`src/rtl/mux_seq_pkg.sv`:
```
// Shared types and index helpers for the 16:1 mux select sequencer.
package mux_seq_pkg;

  localparam int unsigned WIDTH = 16;
  localparam int unsigned SEL_W = 4;

  typedef enum logic {StIdle, StShift} state_e;

  function automatic logic [SEL_W-1:0] start_idx(input logic msb_first);
    return msb_first ? 4'hf : 4'h0;
  endfunction

  function automatic logic [SEL_W-1:0] end_idx(input logic msb_first);
    return msb_first ? 4'h0 : 4'hf;
  endfunction

endpackage

```
`src/rtl/mux_sel_counter.sv`:
```
// Loadable up/down select counter with a registered-value at-end flag.
module mux_sel_counter
  import mux_seq_pkg::*;
#(
  parameter int unsigned SelW = SEL_W
) (
  input  logic            clk_i,
  input  logic            rst_i,
  input  logic            load_i,
  input  logic [SelW-1:0] load_val_i,
  input  logic            step_i,
  input  logic            down_i,
  input  logic [SelW-1:0] end_val_i,
  output logic [SelW-1:0] cnt_o,
  output logic            at_end_o
);

  logic [SelW-1:0] cnt_q, cnt_d;

  always_comb begin
    cnt_d = cnt_q;
    if (load_i) begin
      cnt_d = load_val_i;
    end else if (step_i) begin
      cnt_d = down_i ? cnt_q - 1'b1 : cnt_q + 1'b1;
    end
  end

  always_ff @(posedge clk_i) begin
    if (rst_i) begin
      cnt_q <= '0;
    end else begin
      cnt_q <= cnt_d;
    end
  end

  assign cnt_o    = cnt_q;
  assign at_end_o = (cnt_q == end_val_i);

endmodule

```
`src/rtl/mux16_sel_sequencer.sv`:
```
// Holds a 16-bit word on a mux data input and steps the select through all positions,
// framing the mux output as a valid/last/ready bit stream.
module mux16_sel_sequencer #(
  parameter int unsigned WIDTH     = mux_seq_pkg::WIDTH,
  parameter int unsigned SEL_W     = mux_seq_pkg::SEL_W,
  parameter bit          MSB_FIRST = 1'b0
) (
  input  logic             clk,
  input  logic             rst,
  input  logic             load_valid,
  input  logic [WIDTH-1:0] load_data,
  output logic             load_ready,
  output logic [WIDTH-1:0] mux_in,
  output logic [SEL_W-1:0] mux_sel,
  output logic             bit_valid,
  output logic             bit_last,
  input  logic             bit_ready,
  output logic             busy
);

  import mux_seq_pkg::*;

  localparam logic [SEL_W-1:0] StartIdx = start_idx(MSB_FIRST);
  localparam logic [SEL_W-1:0] EndIdx   = end_idx(MSB_FIRST);

  state_e           state_q, state_d;
  logic [WIDTH-1:0] mux_in_q, mux_in_d;
  logic             is_shift;
  logic             at_end;
  logic             accept;
  logic             advance;

  assign is_shift  = (state_q == StShift);
  assign bit_valid = is_shift;
  assign busy      = is_shift;
  assign bit_last  = is_shift && at_end;

  // Gated by rst so nothing is accepted on a reset edge.
  assign load_ready = !rst && (!is_shift || (at_end && bit_ready));
  assign accept     = load_valid && load_ready;
  assign advance    = is_shift && bit_ready && !at_end;

  always_comb begin
    state_d  = state_q;
    mux_in_d = mux_in_q;
    if (accept) begin
      mux_in_d = load_data;
    end
    unique case (state_q)
      StIdle: begin
        if (accept) state_d = StShift;
      end
      StShift: begin
        if (bit_ready && at_end) state_d = accept ? StShift : StIdle;
      end
      default: state_d = StIdle;
    endcase
  end

  always_ff @(posedge clk) begin
    if (rst) begin
      state_q  <= StIdle;
      mux_in_q <= '0;
    end else begin
      state_q  <= state_d;
      mux_in_q <= mux_in_d;
    end
  end

  mux_sel_counter #(
    .SelW(SEL_W)
  ) u_sel_counter (
    .clk_i     (clk),
    .rst_i     (rst),
    .load_i    (accept),
    .load_val_i(StartIdx),
    .step_i    (advance),
    .down_i    (MSB_FIRST),
    .end_val_i (EndIdx),
    .cnt_o     (mux_sel),
    .at_end_o  (at_end)
  );

  assign mux_in = mux_in_q;

endmodule

```
`config.mk`:
```
export PLATFORM = sky130hd
export DESIGN_NAME = mux16_sel_sequencer
export DESIGN_NICKNAME = d
export VERILOG_FILES = /design/src/rtl/mux_seq_pkg.sv /design/src/rtl/mux_sel_counter.sv /design/src/rtl/mux16_sel_sequencer.sv
export SDC_FILE = /design/constraint.sdc
export NUM_CORES = 1
export LEC_CHECK = 0
export CORE_MARGIN = 3
export CORE_UTILIZATION = 41
export CTS_CLUSTER_DIAMETER = 100
export CTS_CLUSTER_SIZE = 24
export DETAILED_ROUTE_END_ITERATION = 10
export PLACE_DENSITY = 0.78
export SLEW_MARGIN = 20
export SYNTH_ARGS = -nofsm -noshare
export SYNTH_HDL_FRONTEND = slang
export SYNTH_SLANG_ARGS = --single-unit
export TNS_END_PERCENT = 10
```
`constraint.sdc`:
```
create_clock -name clk -period 1.5 [get_ports clk]
set_input_delay 0.225 -clock clk [delete_from_list [all_inputs] [get_ports clk]]
set_output_delay 0.225 -clock clk [all_outputs]
set_load 0.01 [all_outputs]
```
==> reports/summary.txt, run 1 <==
Status = completed
Final instance area = 0.00159 mm2
Mean Syn Cell Area = 10.2 um2
Post-layout nets = 173
Root Buffer = clkbuf_4
Startpoint Class = flop
Max clock buf depth = 2
Tot GR Track Use = 15.6%
Worst-margin pin slew = 0.288 ns
Most area-consuming cells after synthesis = dfxtp_1, nand2b_1, mux2i_1
R2R Setup Slk = 0.06 ns
Placed Area = 0.00153 mm2
Clock skew = 0.00136 ns
H-tree levels = 1
GR peak layer = met2
Most common cell after layout, fill and taps aside = clkdlybuf4s50_1
Tmin final = 1.46 ns
Routed wire length = 2.30 mm
Area leader, netlist = dfxtp_1
Row Count = 17
Fmax = 685 MHz
Antenna viol nets, final = 0
Number of global-route vias before repair = 884
Initial Util = 44.4%
Area share of the largest cell type after synthesis = 41.6%
Cell variety after synth = 25
CP endpoint kind = output port
Pin count of the biggest net entering global routing = 38
Post-route DRC violation count = 0
Chip width = 55.6 um
Core Area = 0.00228 mm2
Die H = 55.6 um
Hold Vio Cnt, Final = 0
Syn Inst Count = 99
IR drop worst, VDD = 0.501 mV
Sink Count = 21
Global-route wire length before repair = 4.00 mm
Worst-path clk slew = 0.12 ns
Total CTS buffers = 3
Placed Cells = 174
Fin. max-slew vios = 0
# IOs = 44
Sequential area share after synthesis = 41.6%
Die area = 0.00309 mm2
M3 GR Usage = 4.41%
Setup Viol. Count Final = 0
Xor/xnor share of the synthesized area = 0%
Post-route insts no fill = 179
Critical Path RT = 1.27 ns
Ys Warns = 0
Register-to-Register Path Depth = 5
Number of buffers added on ports = 43
Average vias per placed instance = 4.75
Global routing usage on met2 = 25.3%
CTS tree = yes
Mapped Nets = 120
Leakage = 0.639 nW
GP Congestion = 0.760
Routed via count = 850
Congestion Overflow GR = 0
Yosys reg bits = 21
Hold path startpoint = load_data[3]
Iter 0 DRT Violations = 17
Routed WL per cell = 12.8 um
Commonest non-fill, non-tap cells in the layout = clkdlybuf4s50_1, nand2b_1, mux2i_1, dfxtp_1, buf_4
Pwr dens = 704 mW/mm2
Initial antenna violation count = 0
Layout cells sized above 1 = 20.5%
Worst R2R End = u_sel_counter.cnt_o[0]
Kind of critical path = reg -> out
Layout area overhead = 57.6%
Multiplexer area fraction after synthesis = 15.9%
Worst Path Arrival = 1.23 ns
Simple-Gate Fraction of Synth Area = 27.4%
Clk Latency, worst-skew pair = 0.30 ns
Synth Area in Compound Gates = 9.42%
Worst hold path depth = 3
DRT Pass-1 Iters = 4
Post-synthesis adder-cell area fraction = 1.24%
Met1 Resource Use GR = 19.7%
Tightest Hold Check Type = in -> reg
Main combinational cell family by area after synthesis = simple AND/OR/NAND/NOR gates
Final Cycle Share = 97.3%
Hold-fix buffers at CTS = 0
Syn Std Cell Area = 0.00101 mm2
Max-cap viol count = 0
Hold Path End = mux_in[3]
Worst R2R Start = u_sel_counter.cnt_o[1]
Diode count = 0
Critical Path Fanout Max = 3
Worst rel slew slack = 80.5%
Detail Placement HPWL = 1.64 mm
state kept, by name, summed over array words and instances, names as in the netlist:
signal,count
u_sel_counter.cnt_o,4
mux_in,16
bit_valid,1
timing repair:
action                                  in CTS  in global routing
endpoints found under the hold margin        0                  0
endpoints found under the setup margin      15                 22
pin swaps                                    0                  3
setup buffers                                0                  1
gates resized for setup                     17                  7
power breakdown:
group / leakage [nW] / total, mW / internal, mW / switching [mW]
clock: 0.0177 / 0.270 / 0.0993 / 0.171
combinational: 0.447 / 0.245 / 0.154 / 0.0903
sequential: 0.175 / 0.606 / 0.586 / 0.0195
cell families (layout without fill, tap and decap cells):
| kind of cell | Yosys count | in the layout |
|---|---|---|
| muxes | 16 | 16 |
| AOI/OAI and AO/OA | 11 | 11 |
| buffers and inverters | 7 | 59 |
| DFF | 21 | 21 |
| and+or+nand+nor | 43 | 43 |
| adders and majority gates | 1 | 1 |
final cells by class:
cell class	count	area (um2)
clock inverters	1	5.00
fillers	186	684
repair buffers	55	532
well taps	28	35.0
multi-input cells	71	566
flip-flops and latches	21	432
clock buffers	3	22.5
worst max-delay path, stage by stage, from the launching register on:
cell,delay (ns)
dfxtp_2,0.36
ha_4,0.16
and3_4,0.17
and2_4,0.13
buf_6,0.11
metal layers:
metal,vias up,wire length [um]
met5,-,0
met4,0,11
met3,2,164
met2,30,1110
met1,377,1010
li1,441,-
per-stage QoR:
step	hold WS [ns]	setup TNS, ns	power, mW	utilization, %	setup slack (ns)
finish	0.476	0	1.12	69.9	0.0406
global route	0.483	-0.000812	1.18	69.9	-0.000812
CTS	0.468	-0.0616	1.14	68.2	-0.0616
detailed placement	0.465	-3.27	0.867	67.0	-0.265
global placement	0.457	-2.46	0.861	67.0	-0.244
floorplan	0.342	0	0.730	-	0.0709
worst max-delay path by stage:
stage	startpoint	end	slack [ns]	depth (start not counted)
floorplan	u_sel_counter.cnt_o[0]	u_sel_counter.cnt_o[0]	0.07	4
global placement	bit_ready	load_ready	-0.24	4
detailed placement	bit_ready	load_ready	-0.26	4
CTS	u_sel_counter.cnt_o[0]	bit_last	-0.06	4
global route	u_sel_counter.cnt_o[1]	bit_last	-0.0008	4
finish	u_sel_counter.cnt_o[1]	bit_last	0.04	4
synthesized netlist by cell type (all sizes together):
master    n
a2111oi   2
a211oi    2
a21boi    1
a21oi     3
a41oi     1
and2      2
and3      1
buf       3
clkbuf    4
dfxtp    21
ha        1
mux2i    16
nand2     1
nand2b   32
nand3     1
nand3b    1
nand4     1
nor2      1
nor3      1
nor3b     1
o21ai     2
or3       1
(Power assumes the default switching activity.)
==> run 2: changes to the inputs <==
--- a/config.mk
+++ b/config.mk
@@ -5,7 +5,7 @@
 export SDC_FILE = /design/constraint.sdc
 export NUM_CORES = 1
 export LEC_CHECK = 0
-export CORE_MARGIN = 3
+export CORE_MARGIN = 2
 export CORE_UTILIZATION = 41
 export CTS_CLUSTER_DIAMETER = 100
 export CTS_CLUSTER_SIZE = 24
==> run 2 against run 1 <==
Flip-flop and latch count did not move. Critical path depth did not move. Clock skew rose by 0.00098 ns. Combinational power rose by 5%. Cell count did not move. Sequential share of layout area fell by 0.66 points. Clock power fell by 3%.
==> reports/summary.txt, run 2 (synthesized netlist as in run 1, its figures left out) <==
Status = completed
Worst R2R Start = u_sel_counter.cnt_o[0]
Routed WL per cell = 13.2 um
Antenna viol nets, final = 0
Fin. max-slew vios = 0
Leakage = 0.655 nW
Max clock buf depth = 2
Commonest non-fill, non-tap cells in the layout = clkdlybuf4s50_1, nand2b_1, mux2i_1, dfxtp_1, buf_4
Detail Placement HPWL = 1.65 mm
# IOs = 44
Initial Util = 44.4%
Layout cells sized above 1 = 20.5%
Tmin final = 1.48 ns
Sink Count = 21
Core Area = 0.00228 mm2
Average vias per placed instance = 4.92
Iter 0 DRT Violations = 3
Critical Path Fanout Max = 3
CP endpoint kind = output port
Setup Viol. Count Final = 0
Routed via count = 880
Die H = 53.6 um
Post-route insts no fill = 179
Post-route DRC violation count = 0
Worst rel slew slack = 81.6%
Tot GR Track Use = 17.0%
Congestion Overflow GR = 0
Final Cycle Share = 98.6%
Worst Path Arrival = 1.25 ns
Number of buffers added on ports = 43
Setup Fix Bufs, Post-CTS = 0
Post-layout nets = 173
Area of the multi-input gates = 578 um2
Worst-path clk slew = 0.11 ns
RSZ-0062 raised after global routing = yes
Initial antenna violation count = 0
Number of global-route vias before repair = 852
Max-cap viol count = 0
Clock skew = 0.00234 ns
Storage cell area = 429 um2
Clk Latency, worst-skew pair = 0.29 ns
H-tree levels = 1
Hold Vio Cnt, Final = 0
Setup ws final = 0.0215 ns
Critical Path Source = u_sel_counter.cnt_o[1]
Setup crit end = bit_last
CTS tree = yes
Routed wire length = 2.36 mm
DRT Pass-1 Iters = 4
Worst R2R End = mux_in[0]
Hold path startpoint = mux_in[4]
GP Congestion = 0.717
Kind of critical path = reg -> out
Most common cell after layout, fill and taps aside = clkdlybuf4s50_1
Fmax = 676 MHz
R2R Setup Slk = 0.06 ns
IR drop worst, VDD = 0.500 mV
Critical Path RT = 1.27 ns
Global-route wire length before repair = 3.61 mm
Chip width = 53.6 um
Layout area overhead = 60.6%
Root Buffer = clkbuf_4
Die area = 0.00288 mm2
Diode count = 0
Total CTS buffers = 3
Tightest Hold Check Type = reg -> reg
Max FFs per register = 16
Register-to-Register Path Depth = 6
Worst-margin pin slew = 0.275 ns
Pin count of the biggest net entering global routing = 38
Row Count = 17
Post-place setup slack = -0.316 ns
Placed Cells = 174
Hold-fix buffers at CTS = 0
Fill cell count = 178
Pwr dens = 695 mW/mm2
Startpoint Class = flop
-- run 2: cell count changes in the layout (fill, tap and decap cells not counted), sizes merged --
cell,before,now
buf,14,13
clkbuf,3,5
clkinv,1,0
-- run 2: worst max-delay path: stages (launching register included) --
cell and delay, ns:
dfxtp_2 0.35, ha_4 0.17, and3_4 0.18, and2_4 0.15, buf_6 0.11
-- run 2: stage by stage --
step                setup TNS, ns  instance area (um2)  utilization [%]  hold WS (ns)  total power, mW
finish                          0                 1620             71.2         0.479             1.13
global placement            -2.83                 1530             67.0         0.458            0.860
global route               -0.141                 1620             71.2         0.491             1.19
floorplan                       0                 1010                -         0.342            0.730
detailed placement          -3.81                 1530             67.0         0.468            0.868
CTS                             0                 1570             69.0         0.480             1.13
-- run 2: cell type report --
type,instances,area share [%]
tap,28,2.16
clock buffer,4,1.62
timing repair buffer,55,34.1
multi-input combinational,71,35.6
sequential,21,26.5
-- run 2: how the worst min path moves through the flow --
stage	depth (start not counted)	slack, ns	end
finish	2	0.48	mux_in[4]
global route	3	0.49	mux_in[14]
CTS	3	0.48	mux_in[10]
detailed placement	2	0.47	mux_in[5]
global placement	2	0.46	mux_in[14]
floorplan	2	0.34	bit_valid
-- run 2: layer usage --
layer,global-route usage [%],wire (um),part of all wire (%),vias up
li1,-,-,-,443
met1,20.1,1060,45,406
met2,31.1,1170,50,31
met3,2.78,133,5.6,0
met4,5.13,0,0,0
met5,0,0,0,-
-- run 2: what timing repair did --
item	in CTS	in global routing
cloned	0	1
endpoints found under the hold margin	0	0
pin swaps	0	3
endpoints found under the setup margin	24	22
gates resized for setup	20	6
-- run 2: report_power, final --
part	switching, mW	total, mW	leakage (nW)	internal (mW)
Clock	0.159	0.262	0.0150	0.103
Combinational	0.0939	0.257	0.465	0.163
Sequential	0.0209	0.609	0.175	0.588
Total	0.274	1.13	0.655	0.854
==> run 3: changes to the inputs <==
--- a/config.mk
+++ b/config.mk
@@ -5,6 +5,7 @@
 export SDC_FILE = /design/constraint.sdc
 export NUM_CORES = 1
 export LEC_CHECK = 0
+export CAP_MARGIN = 20
 export CORE_MARGIN = 2
 export CORE_UTILIZATION = 41
 export CTS_CLUSTER_DIAMETER = 100
==> constraint.sdc (replaced) <==
create_clock -name clk -period 1.4 [get_ports clk]
set_input_delay 0.21 -clock clk [delete_from_list [all_inputs] [get_ports clk]]
set_output_delay 0.21 -clock clk [all_outputs]
set_load 0.01 [all_outputs]
==> run 3 against run 2 <==
The run now ends with negative setup slack left. Power is 3.8% higher. Flip-flop and latch count unchanged. Sequential share of layout area up 1.0 points. First-iteration DRC count grew 33%. Cell area is 3.6% lower. Combinational power down 6%. Register-to-register slack got worse by 0.09 ns. Non-clock buffer count is 1 lower. Via count is 1.1% lower. Largest power group unchanged. Highest routed layer unchanged.
==> reports/summary.txt, run 3 (synthesized netlist as in run 1, its figures left out) <==
Startpoint Class = flop
Critical Path RT = 1.19 ns
Core Area = 0.00228 mm2
Share of the core filled with cells = 68.7%
Global-route wire length before repair = 3.68 mm
Met1 WL = 891 um
Setup ws final = -0.0380 ns
Routed via count = 870
Layout area overhead = 54.8%
Max-cap viol count = 0
DRT Pass-1 Iters = 4
Sink Count = 21
Final Cycle Share = 103%
CP endpoint kind = output port
Average vias per placed instance = 4.89
Status = finished, violations left
Setup TNS = -0.0724 ns
Layout cells sized above 1 = 20.0%
Die area = 0.00288 mm2
Most common cell after layout, fill and taps aside = nand2b_1
Max clock buf depth = 2
Number of buffers added on ports = 43
IR drop worst, VDD = 0.569 mV
Worst-path clk slew = 0.11 ns
Chip width = 53.6 um
Final instance area = 0.00156 mm2
Hold Slack = 0.473 ns
Root Buffer = clkbuf_4
Hold Vio Cnt, Final = 0
Top sig layer = met3
Die H = 53.6 um
Tot GR Track Use = 17.7%
Routed WL per cell = 12.0 um
Clock skew = 0.00195 ns
Fmax = 695 MHz
CTS tree = yes
Worst-margin pin slew = 0.272 ns
Row Count = 17
Tightest Hold Check Type = in -> reg
Detail Placement HPWL = 1.58 mm
Failing checks = negative setup slack
RSZ-0062 raised after global routing = yes
Congestion Overflow GR = 0
Hold-fix buffers at CTS = 0
Commonest non-fill, non-tap cells in the layout = nand2b_1, dlygate4sd2_1, clkdlybuf4s50_1, mux2i_1, dfxtp_1
Routed wire length = 2.13 mm
H-tree levels = 1
Fill cell count = 197
Initial Util = 44.4%
R2R Setup Slk = -0.03 ns
Critical Path Fanout Max = 3
Worst rel slew slack = 81.9%
Met2 WL = 1.09 mm
GP Congestion = 0.714
Diode count = 0
Placed Area = 0.00153 mm2
Number of global-route vias before repair = 889
Initial antenna violation count = 0
Clk Latency, worst-skew pair = 0.29 ns
Tmin final = 1.44 ns
Antenna viol nets, final = 0
Post-layout nets = 172
Setup Fix Bufs, Post-CTS = 0
Pwr dens = 749 mW/mm2
# IOs = 44
Leakage = 0.711 nW
Met3 WL = 155 um
Total CTS buffers = 3
Max FFs per register = 16
Kind of critical path = reg -> out
Pin count of the biggest net entering global routing = 38
Fin. max-slew vios = 0
Iter 0 DRT Violations = 4
Post-route DRC violation count = 0
Setup Viol. Count Final = 2
Worst Path Arrival = 1.23 ns
run 3: cell count changes in the layout (fill, tap and decap cells not counted):
cell / before / now
a21oi_2: 1 / 0
dlygate4sd2_1: 2 / 20
nand4_4: 1 / 0
buf_6: 2 / 1
clkdlybuf4s50_1: 37 / 19
a21oi_1: 2 / 3
or3_1: 1 / 0
or3_4: 0 / 1
buf_4: 9 / 10
clkbuf_16: 1 / 0
nand4_2: 0 / 1
run 3: metrics by stage:
stage	cells	setup WS, ns	power [mW]
final	178	-0.0380	1.17
after global routing	178	-0.111	1.25
after detailed placement	174	-0.351	0.927
after floorplan	99	-0.00916	0.782
after CTS	178	-0.0584	1.20
after global placement	174	-0.316	0.921
run 3: path summary, 6_finish.rpt:
path,from,end,depth (start not counted)
worst max-delay path,u_sel_counter.cnt_o[0],bit_last,4
worst min-delay path,load_data[8],mux_in[8],3
worst max register to register,u_sel_counter.cnt_o[0],u_sel_counter.cnt_o[0],5
worst min register to register,mux_in[0],mux_in[0],2
run 3: power breakdown:
| part | internal [mW] | switching (mW) |
|---|---|---|
| Sequential | 0.630 | 0.0200 |
| Clock | 0.111 | 0.168 |
| Combinational | 0.147 | 0.0944 |
| Total | 0.887 | 0.283 |
run 3: cell type report:
type / instances / area [um2] / share of cell area, %
multi-input combinational: 71 / 571 / 36.5
sequential: 21 / 429 / 27.5
timing repair buffer: 54 / 502 / 32.1
clock buffer: 4 / 26.3 / 1.68
tap: 28 / 35.0 / 2.24
run 3: metal layers:
layer  global-route usage, %  up-vias
li1                        -      437
met1                    18.5      405
met2                    34.0       28
met3                    4.17        0
met4                    6.41        0
met5                       0        -
run 3: worst max-delay path, cell delays in order, from the launching register on:
cell and delay (ns):
dfxtp_2 0.35, ha_4 0.16, and3_4 0.18, and2_4 0.13, buf_6 0.11
run 3: timing repair:
| action | CTS | global route |
|---|---|---|
| endpoints found under the setup margin | 41 | 22 |
| pin swaps | 5 | 0 |
| resized for setup | 39 | 2 |
